===== src/rtl/mvm_4_1_8_0.sv =====
// mvm_4_1_8_0: serial K x K signed matrix-vector multiplier built around one MAC.
// Define MVM_SAT_EN for a saturating accumulator (sticky per row); default build wraps.
module mvm_4_1_8_0 #(
  parameter int K = 4,
  parameter int B = 8
) (
  input  logic                  clk,
  input  logic                  reset,
  input  logic                  loadMatrix,
  input  logic                  loadVector,
  input  logic                  start,
  output logic                  done,
  input  logic signed [B-1:0]   data_in,
  output logic signed [2*B-1:0] data_out
);

  localparam int PW = 2 * B;
  localparam int MW = $clog2(K * K);
  localparam int VW = $clog2(K);
  localparam logic [MW-1:0] LAST_M = MW'(K * K - 1);
  localparam logic [MW-1:0] LAST_V = MW'(K - 1);
  localparam logic [VW-1:0] LAST_C = VW'(K - 1);

  typedef enum logic [2:0] {IDLE, LOAD_M, LOAD_V, COMPUTE, DONE, OUTPUT} state_t;

  state_t state, state_nxt;

  // cnt walks a_mem in row-major order; with K a power of two the low bits are the column
  logic [MW-1:0]        cnt;
  logic [VW-1:0]        col;
  logic signed [B-1:0]  a_mem [K*K];
  logic signed [B-1:0]  x_mem [K];
  logic signed [PW-1:0] y_mem [K];
  logic signed [PW-1:0] acc_p0;
  logic signed [PW-1:0] prod;
  logic signed [PW-1:0] acc_nxt;

  assign col  = cnt[VW-1:0];
  assign prod = PW'(a_mem[cnt]) * PW'(x_mem[col]);

`ifdef MVM_SAT_EN
  logic               sat_p0;
  logic               sat_nxt;
  logic signed [PW:0] sum_w;

  function automatic logic is_sat(input logic signed [PW:0] v);
    return v[PW] != v[PW-1];
  endfunction

  function automatic logic signed [PW-1:0] sat_clip(input logic signed [PW:0] v);
    if (v[PW] != v[PW-1])
      return v[PW] ? {1'b1, {(PW-1){1'b0}}} : {1'b0, {(PW-1){1'b1}}};
    return v[PW-1:0];
  endfunction

  always_comb begin
    sum_w = (col == '0) ? (PW+1)'(prod) : (PW+1)'(acc_p0) + (PW+1)'(prod);
    acc_nxt = sat_clip(sum_w);
    sat_nxt = is_sat(sum_w);
    // once a row has clipped it stays at the rail until the next row starts
    if (col != '0 && sat_p0) begin
      acc_nxt = acc_p0;
      sat_nxt = 1'b1;
    end
  end
`else
  assign acc_nxt = (col == '0) ? prod : acc_p0 + prod;
`endif

  always_ff @(posedge clk or negedge reset) begin
    if (!reset) state <= IDLE;
    else        state <= state_nxt;
  end

  always_comb begin
    state_nxt = state;
    case (state)
      IDLE: begin
        if (loadMatrix)      state_nxt = LOAD_M;
        else if (loadVector) state_nxt = LOAD_V;
        else if (start)      state_nxt = COMPUTE;
      end
      LOAD_M:  if (cnt == LAST_M) state_nxt = IDLE;
      LOAD_V:  if (cnt == LAST_V) state_nxt = IDLE;
      COMPUTE: if (cnt == LAST_M) state_nxt = DONE;
      DONE:    state_nxt = OUTPUT;
      OUTPUT:  if (cnt == LAST_V) state_nxt = IDLE;
      default: state_nxt = IDLE;
    endcase
  end

  // Stage p0: operand capture, MAC accumulate, result write-back and drain
  always_ff @(posedge clk or negedge reset) begin
    if (!reset) begin
      cnt      <= '0;
      done     <= 1'b0;
      data_out <= '0;
      acc_p0   <= '0;
`ifdef MVM_SAT_EN
      sat_p0   <= 1'b0;
`endif
      for (int i = 0; i < K * K; i++) a_mem[i] <= '0;
      for (int i = 0; i < K; i++) begin
        x_mem[i] <= '0;
        y_mem[i] <= '0;
      end
    end else begin
      done <= (state == DONE);
      cnt  <= (state inside {LOAD_M, LOAD_V, COMPUTE, OUTPUT}) ? cnt + MW'(1) : '0;
      case (state)
        LOAD_M: a_mem[cnt] <= data_in;
        LOAD_V: x_mem[col] <= data_in;
        COMPUTE: begin
          acc_p0 <= acc_nxt;
`ifdef MVM_SAT_EN
          sat_p0 <= sat_nxt;
`endif
          if (col == LAST_C) y_mem[cnt[MW-1:VW]] <= acc_nxt;
        end
        OUTPUT: data_out <= y_mem[col];
        default: ;
      endcase
    end
  end

endmodule


===== config.mk =====
export PLATFORM = sky130hd
export DESIGN_NAME = mvm_4_1_8_0
export DESIGN_NICKNAME = d
export VERILOG_FILES = /design/src/rtl/mvm_4_1_8_0.sv
export SDC_FILE = /design/constraint.sdc
export NUM_CORES = 1
export LEC_CHECK = 0
export BUFFER_PORTS_ARGS = -buffer_cell sky130_fd_sc_hd__buf_2
export CAP_MARGIN = 20
export CORE_ASPECT_RATIO = 0.75
export CORE_MARGIN = 2
export CORE_UTILIZATION = 26
export DETAILED_ROUTE_END_ITERATION = 16
export SLEW_MARGIN = 5
export SYNTH_ARGS = -nofsm -noshare
export SYNTH_HDL_FRONTEND = slang
export SYNTH_SLANG_ARGS = --single-unit

===== constraint.sdc =====
create_clock -name clk -period 7 [get_ports clk]
set_clock_uncertainty 0.05 [all_clocks]
set_input_delay 0.35 -clock clk [delete_from_list [all_inputs] [get_ports clk]]
set_output_delay 0.35 -clock clk [all_outputs]
set_load 0.05 [all_outputs]

==> run_results.csv, run 1 <==
group,metric,value,unit
clocking,cts_sinks,264,
die,initial_core_util,0.264,
synthesis,synth_top_area_frac,0.445,
route,vias,9712,
clocking,clockRootBuffer,"clkbuf_16",
sta,hold_viol,0,
clocking,cts-buffers-inserted,30,
sta,tightest_slew,1.16,ns
die,num_rows,75,
global_route,grt_usage,0.122,
job,drv_cap,0,
synthesis,syn-num-nets,1317,
global_route,overflow,0,
worst_setup_path,end_kind,"flop",
route,antenna_left,0,
sta,rsz0062_at_grt,"yes",
worst_setup_path,cp_data_required_time,7.40,ns
status,status,"complete, but fails checks",
die,core-area,0.0562,mm^2
die,die_h,211,um
worst_setup_path,slowest_delay,0.57,ns
placed_design,preCtsSetupSlack,-0.319,ns
synthesis,synth.avg_cell_area,12.4,um^2
synthesis,netlist_area,0.0148,mm^2
final_layout,utilization,0.325,
clocking,cts_max_level,1,
placed_design,gp_congestion,0.784,
route,first_pass_iters,4,
worst_setup_path,start_kind,"flop",
synthesis,yosys.area.top_type,"dfrtp_1",
synthesis,synth_async_sr_flop_share,1.00,
worst_setup_path,criticalPathCategory,"flop to flop",
clocking,clk_pin_slew,0.06,ns
worst_setup_path,crit_path_top_delay_cell,"mux4_2",
route,viasPerCell,4.71,
clocking,clk_latency,0.59,ns
final_layout,area_growth,23.1,%
worst_setup_path,cp_common_cell,"fa_1",
sta,fin_crit,7.26,ns
synthesis,synthFlopType,"dfrtp_1",
global_route,grt_pass1_vias,10137,
synthesis,yosysSeqAreaShare,0.445,
placed_design,hpwl,24.5,mm
route,drc,0,
final_layout,fin_nets,1425,
worst_setup_path,critPathMaxFanout,7,
sta,setup_viol,25,
worst_setup_path,worstPathArrival,7.66,ns
synthesis,ys_seq_elements,264,
synthesis,syn_inst,1199,
placed_design,portBuffers,29,
synthesis,synth_cell_type_count,59,
synthesis,synth.area.top_cells,"dfrtp_1 (45%), mux2_2 (14%), mux4_2 (9.6%)",
route,initialDrtViolationCount,460,
global_route,antenna_found_initial,1,
hold_path,holdCritStartpoint,"loadVector",
hold_path,hold_class,"primary input to flop",
synthesis,synth_edf_count,0,
synthesis,yosysWarnings,0,
clocking,cts_tree,"built",
route,routed_wl,35.6,mm
sta,slew_violations,0,
die,ios,30,
clocking,clockBufferDepth,3,
sta,fmax,138,MHz
die,die_area,0.0590,mm^2
final_layout,antenna_cells,0,
worst_setup_path,rr_worst_depth,26,
final_layout,drive_gt1_frac,0.392,
global_route,grt_max_degree,109,
sta,finalCritPeriodShare,1.04,
global_route,grt_pass1_wl,57.4,mm
status,violations,"setup timing",
worst_setup_path,crit_path_start,"cnt[0]",
sta,max_slew_margin,0.223,
die,fp.dieW,280,um
sta,fin_ws,-0.263,ns
worst_setup_path,r2r_start,"cnt[0]",
route,avgRoutedWirePerCell,17.3,um
hold_path,holdPathStages,3,
-- worst max-delay path, delay by kind of cell (launching register included) --
family                   cells  cell delay [ns]
adder cells (fa/ha/maj)      6             2.42
AO/OA/AOI/OAI                7             1.71
multiplexers                 2             1.01
AND/OR/NAND/NOR              4             0.74
buffers and inverters        7             0.64
flip-flops                   1             0.54
-- sequential cells by signal (all words and copies together) (netlist names) --
signal,flops
x_mem,32
a_mem,128
done,1
y_mem,64
state,3
data_out,16
acc_p0,16
cnt,4
-- logic make-up (layout without fill, tap and decap cells) --
| kind of cell | count (synthesis) | after routing | synth area share |
|---|---|---|---|
| fa+ha+maj | 105 | 105 | 0.117 |
| compound gates | 151 | 151 | 0.0616 |
| xor+xnor | 29 | 29 | 0.0176 |
| mux | 254 | 254 | 0.241 |
| simple gates | 246 | 246 | 0.0782 |
| flops | 264 | 264 | 0.445 |
| buf+inv | 150 | 281 | 0.0399 |
-- Yosys cell counts (2+ instances only) --
master       n
or3_1        2
nor4b_1      2
buf_2        9
o211ai_1     2
or2_2        2
dfrtp_1    264
xor2_1       5
nor3_1       3
o21ai_0     67
a2111oi_0    2
nor2b_1      8
and3_1       3
mux4_2      63
buf_1        5
nor2_1      54
xnor2_1     23
nand3_1     21
o21bai_1     5
mux2_2     182
inv_1       87
and2_1      47
clkbuf_1    47
nand4_1      2
a21oi_2      2
fa_1        56
a21oi_1     33
a211oi_1     5
o21ai_1      4
a21o_1       9
nor3b_1      2
o21a_1       5
a31oi_1      4
nand2_1     93
mux2i_1      8
ha_1        49
-- metrics by stage --
stage / area (um^2) / hold WS [ns] / std cells / setup TNS [ns]
2_1_floorplan: 14900 / 0.00441 / 1199 / 0
5_1_grt: 18300 / 0.115 / 2061 / -9.52
3_5_place_dp: 16300 / 0.410 / 1978 / -4.07
4_1_cts: 17900 / 0.0854 / 2048 / -3.44
6_report: 18300 / 0.107 / 2061 / -2.88
3_3_place_gp: 16300 / 0.404 / 1978 / -2.43
-- cells in the final DEF (no fill, tap or decap), drive strengths merged, types with 6 or more instances in the layout --
cell,count
and2,48
inv,88
fa,56
o21ai,71
xnor2,24
nor2b,8
nor2,54
dfrtp,264
clkinv,6
clkbuf,39
ha,49
mux2,182
nand3,21
a21o,10
bufinv,8
a21oi,35
nand2,93
mux4,63
mux2i,9
buf,138
-- path summary, 6_finish.rpt --
kind / to / slack, ns
max: acc_p0[15] / -0.26
min: state[0] / 0.11
max reg2reg: acc_p0[15] / -0.26
min reg2reg: y_mem[52] / 0.43
max in group asynchronous: done / 5.09
min in group asynchronous: a_mem[106] / 0.33
-- per-layer routing --
layer  routed length [um]  GRT usage
met5                    0          0
met2                16100      0.192
met1                17100      0.177
met3                 1700     0.0190
met4                  684     0.0310
-- repair_timing --
item                       4_1_cts  5_1_grt
setup endpoints to repair       30       35
hold buffers                     1        0
hold endpoints to repair       106        0
setup buffers                   12       11
cloned                           2        0
gates resized for setup         53       58
pin swaps                       29       35
-- area by class of cell --
type / count / area [um^2]
well taps: 731 / 915
multi-input cells: 785 / 8090
flip-flops and latches: 264 / 6610
repair buffers: 139 / 1170
clock buffers: 39 / 845
clock inverters: 16 / 319
fillers: 5515 / 37900
inverters: 87 / 327
Power of run 1 is left out: the tool's default activity adds up to more than one toggle a clock period on the data nets, which glitch-free logic cannot reach.
==> run 2, diff against run 1 <==
--- a/config.mk
+++ b/config.mk
@@ -11,6 +11,7 @@
 export CORE_MARGIN = 2
 export CORE_UTILIZATION = 26
 export DETAILED_ROUTE_END_ITERATION = 16
+export MAX_ROUTING_LAYER = met4
 export SLEW_MARGIN = 5
 export SYNTH_ARGS = -nofsm -noshare
 export SYNTH_HDL_FRONTEND = slang
==> run_results.csv, run 2 (synthesis gave the netlist of run 1 again) <==
group,metric,value,unit
worst_setup_path,start_kind,"flop",
route,avgRoutedWirePerCell,17.2,um
sta,tightest_slew,1.08,ns
route,initialDrtViolationCount,459,
route,antenna_left,0,
status,violations,"setup timing",
sta,slew_violations,0,
final_layout,seqCellArea,0.00661,mm^2
global_route,overflow,0,
final_layout,regMostFlops,"a_mem",
clocking,clk_pin_slew,0.06,ns
clocking,cts-buffers-inserted,30,
worst_setup_path,r2r_setup_slack,-0.26,ns
worst_setup_path,critPathMaxFanout,6,
final_layout,fillers,5515,
final_layout,multi_input_area,0.00809,mm^2
final_layout,final_common_cell,"dfrtp_1",
sta,max_slew_margin,0.281,
die,initial_core_util,0.264,
placed_design,hpwl,24.5,mm
clocking,cts_sinks,264,
final_layout,fin_nets,1425,
die,ios,30,
final_layout,drive_gt1_frac,0.392,
worst_setup_path,slowest_delay,0.56,ns
worst_setup_path,worstPathArrival,7.66,ns
final_layout,top_regs,"a_mem x128, y_mem x64, x_mem x32",
clocking,cts_max_level,1,
worst_setup_path,cp_num_buf_inv,6,
sta,fin_ws,-0.263,ns
sta,hold_viol,0,
placed_design,preCtsSetupSlack,-0.319,ns
clocking,clk_latency,0.60,ns
global_route,grt_max_degree,109,
sta,fmax,138,MHz
global_route,grt_pass1_wl,57.4,mm
sta,setup_viol,25,
die,num_rows,75,
clocking,clockRootBuffer,"clkbuf_16",
global_route,grt_pass1_vias,10129,
placed_design,dp_cells,1978,
worst_setup_path,criticalPathCategory,"flop to flop",
route,routed_wl,35.5,mm
route,vias,9659,
status,status,"complete, but fails checks",
clocking,cts_tree,"built",
final_layout,mostFrequentLayoutCells,"dfrtp_1 (262), mux2_2 (179), nand2_1 (92)",
job,drv_cap,0,
die,die_h,211,um
route,first_pass_iters,5,
die,core-area,0.0562,mm^2
sta,finalCritPeriodShare,1.04,
die,fp.dieW,280,um
final_layout,antenna_cells,0,
route,viasPerCell,4.69,
global_route,antenna_found_initial,1,
final_layout,area_growth,23.1,%
worst_setup_path,cp_data_required_time,7.40,ns
placed_design,gp_congestion,0.795,
placed_design,portBuffers,29,
final_layout,stdcell_count,2061,
worst_setup_path,end_kind,"flop",
worst_setup_path,critPathTopFamily,"adder cells",
hold_path,hold_class,"primary input to flop",
route,drc,0,
global_route,grt_usage,0.126,
sta,rsz0062_at_grt,"yes",
worst_setup_path,crit_path_top_delay_cell,"mux4_2",
final_layout,utilization,0.325,
final_layout,largest_reg_flops,128,
clocking,clockBufferDepth,3,
die,die_area,0.0590,mm^2
sta,fin_crit,7.26,ns
-- run 2: cell counts in the layout (fill, tap and decap cells not counted) --
Identical to the previous run, type by type.
-- run 2: metrics by stage --
| step | cell area [um^2] | hold slack (ns) | setup TNS (ns) |
|---|---|---|---|
| after detailed placement | 16300 | 0.410 | -4.07 |
| after floorplan | 14900 | 0.00441 | 0 |
| after global routing | 18300 | 0.115 | -9.53 |
| after global placement | 16300 | 0.404 | -2.43 |
| after CTS | 17900 | 0.0854 | -3.44 |
| final | 18300 | 0.107 | -2.98 |
-- run 2: what timing repair did --
item | in CTS | in global routing
gates cloned | 2 | 0
hold buffers | 1 | 0
buffers inserted | 12 | 11
endpoints found under the setup margin | 30 | 35
endpoints found under the hold margin | 106 | 0
gates resized for setup | 53 | 59
pin swaps | 29 | 35
-- run 2: final cells by class --
class	count	share of cell area
Multi-Input combinational cell	785	0.442
Sequential cell	264	0.362
Timing Repair Buffer	139	0.0642
Tap cell	731	0.0501
Clock buffer	39	0.0462
Inverter	87	0.0179
Clock inverter	16	0.0175
-- run 2: routing by layer --
layer | global-route usage | share of wire | up-vias
met5 | - | 0 | -
met4 | 0.0310 | 0.019 | 0
li1 | - | - | 4409
met1 | 0.177 | 0.49 | 5015
met2 | 0.192 | 0.45 | 180
met3 | 0.0190 | 0.044 | 55
-- run 2: worst min-delay path, stage by stage --
cell,delay (ns)
buf_2,0.09
a2111oi_0,0.08
a21o_1,0.15
-- run 2: final timing paths --
| kind | depth (start not counted) | endpoint | from |
|---|---|---|---|
| worst max-delay path | 27 | acc_p0[15] | cnt[0] |
| worst min-delay path | 3 | state[0] | loadVector |
| worst max register to register | 27 | acc_p0[15] | cnt[0] |
| worst min register to register | 2 | y_mem[52] | y_mem[52] |
| max in group asynchronous | 3 | data_out[3] | reset |
| min in group asynchronous | 2 | a_mem[106] | reset |
Power of run 2 is left out for the same reason.
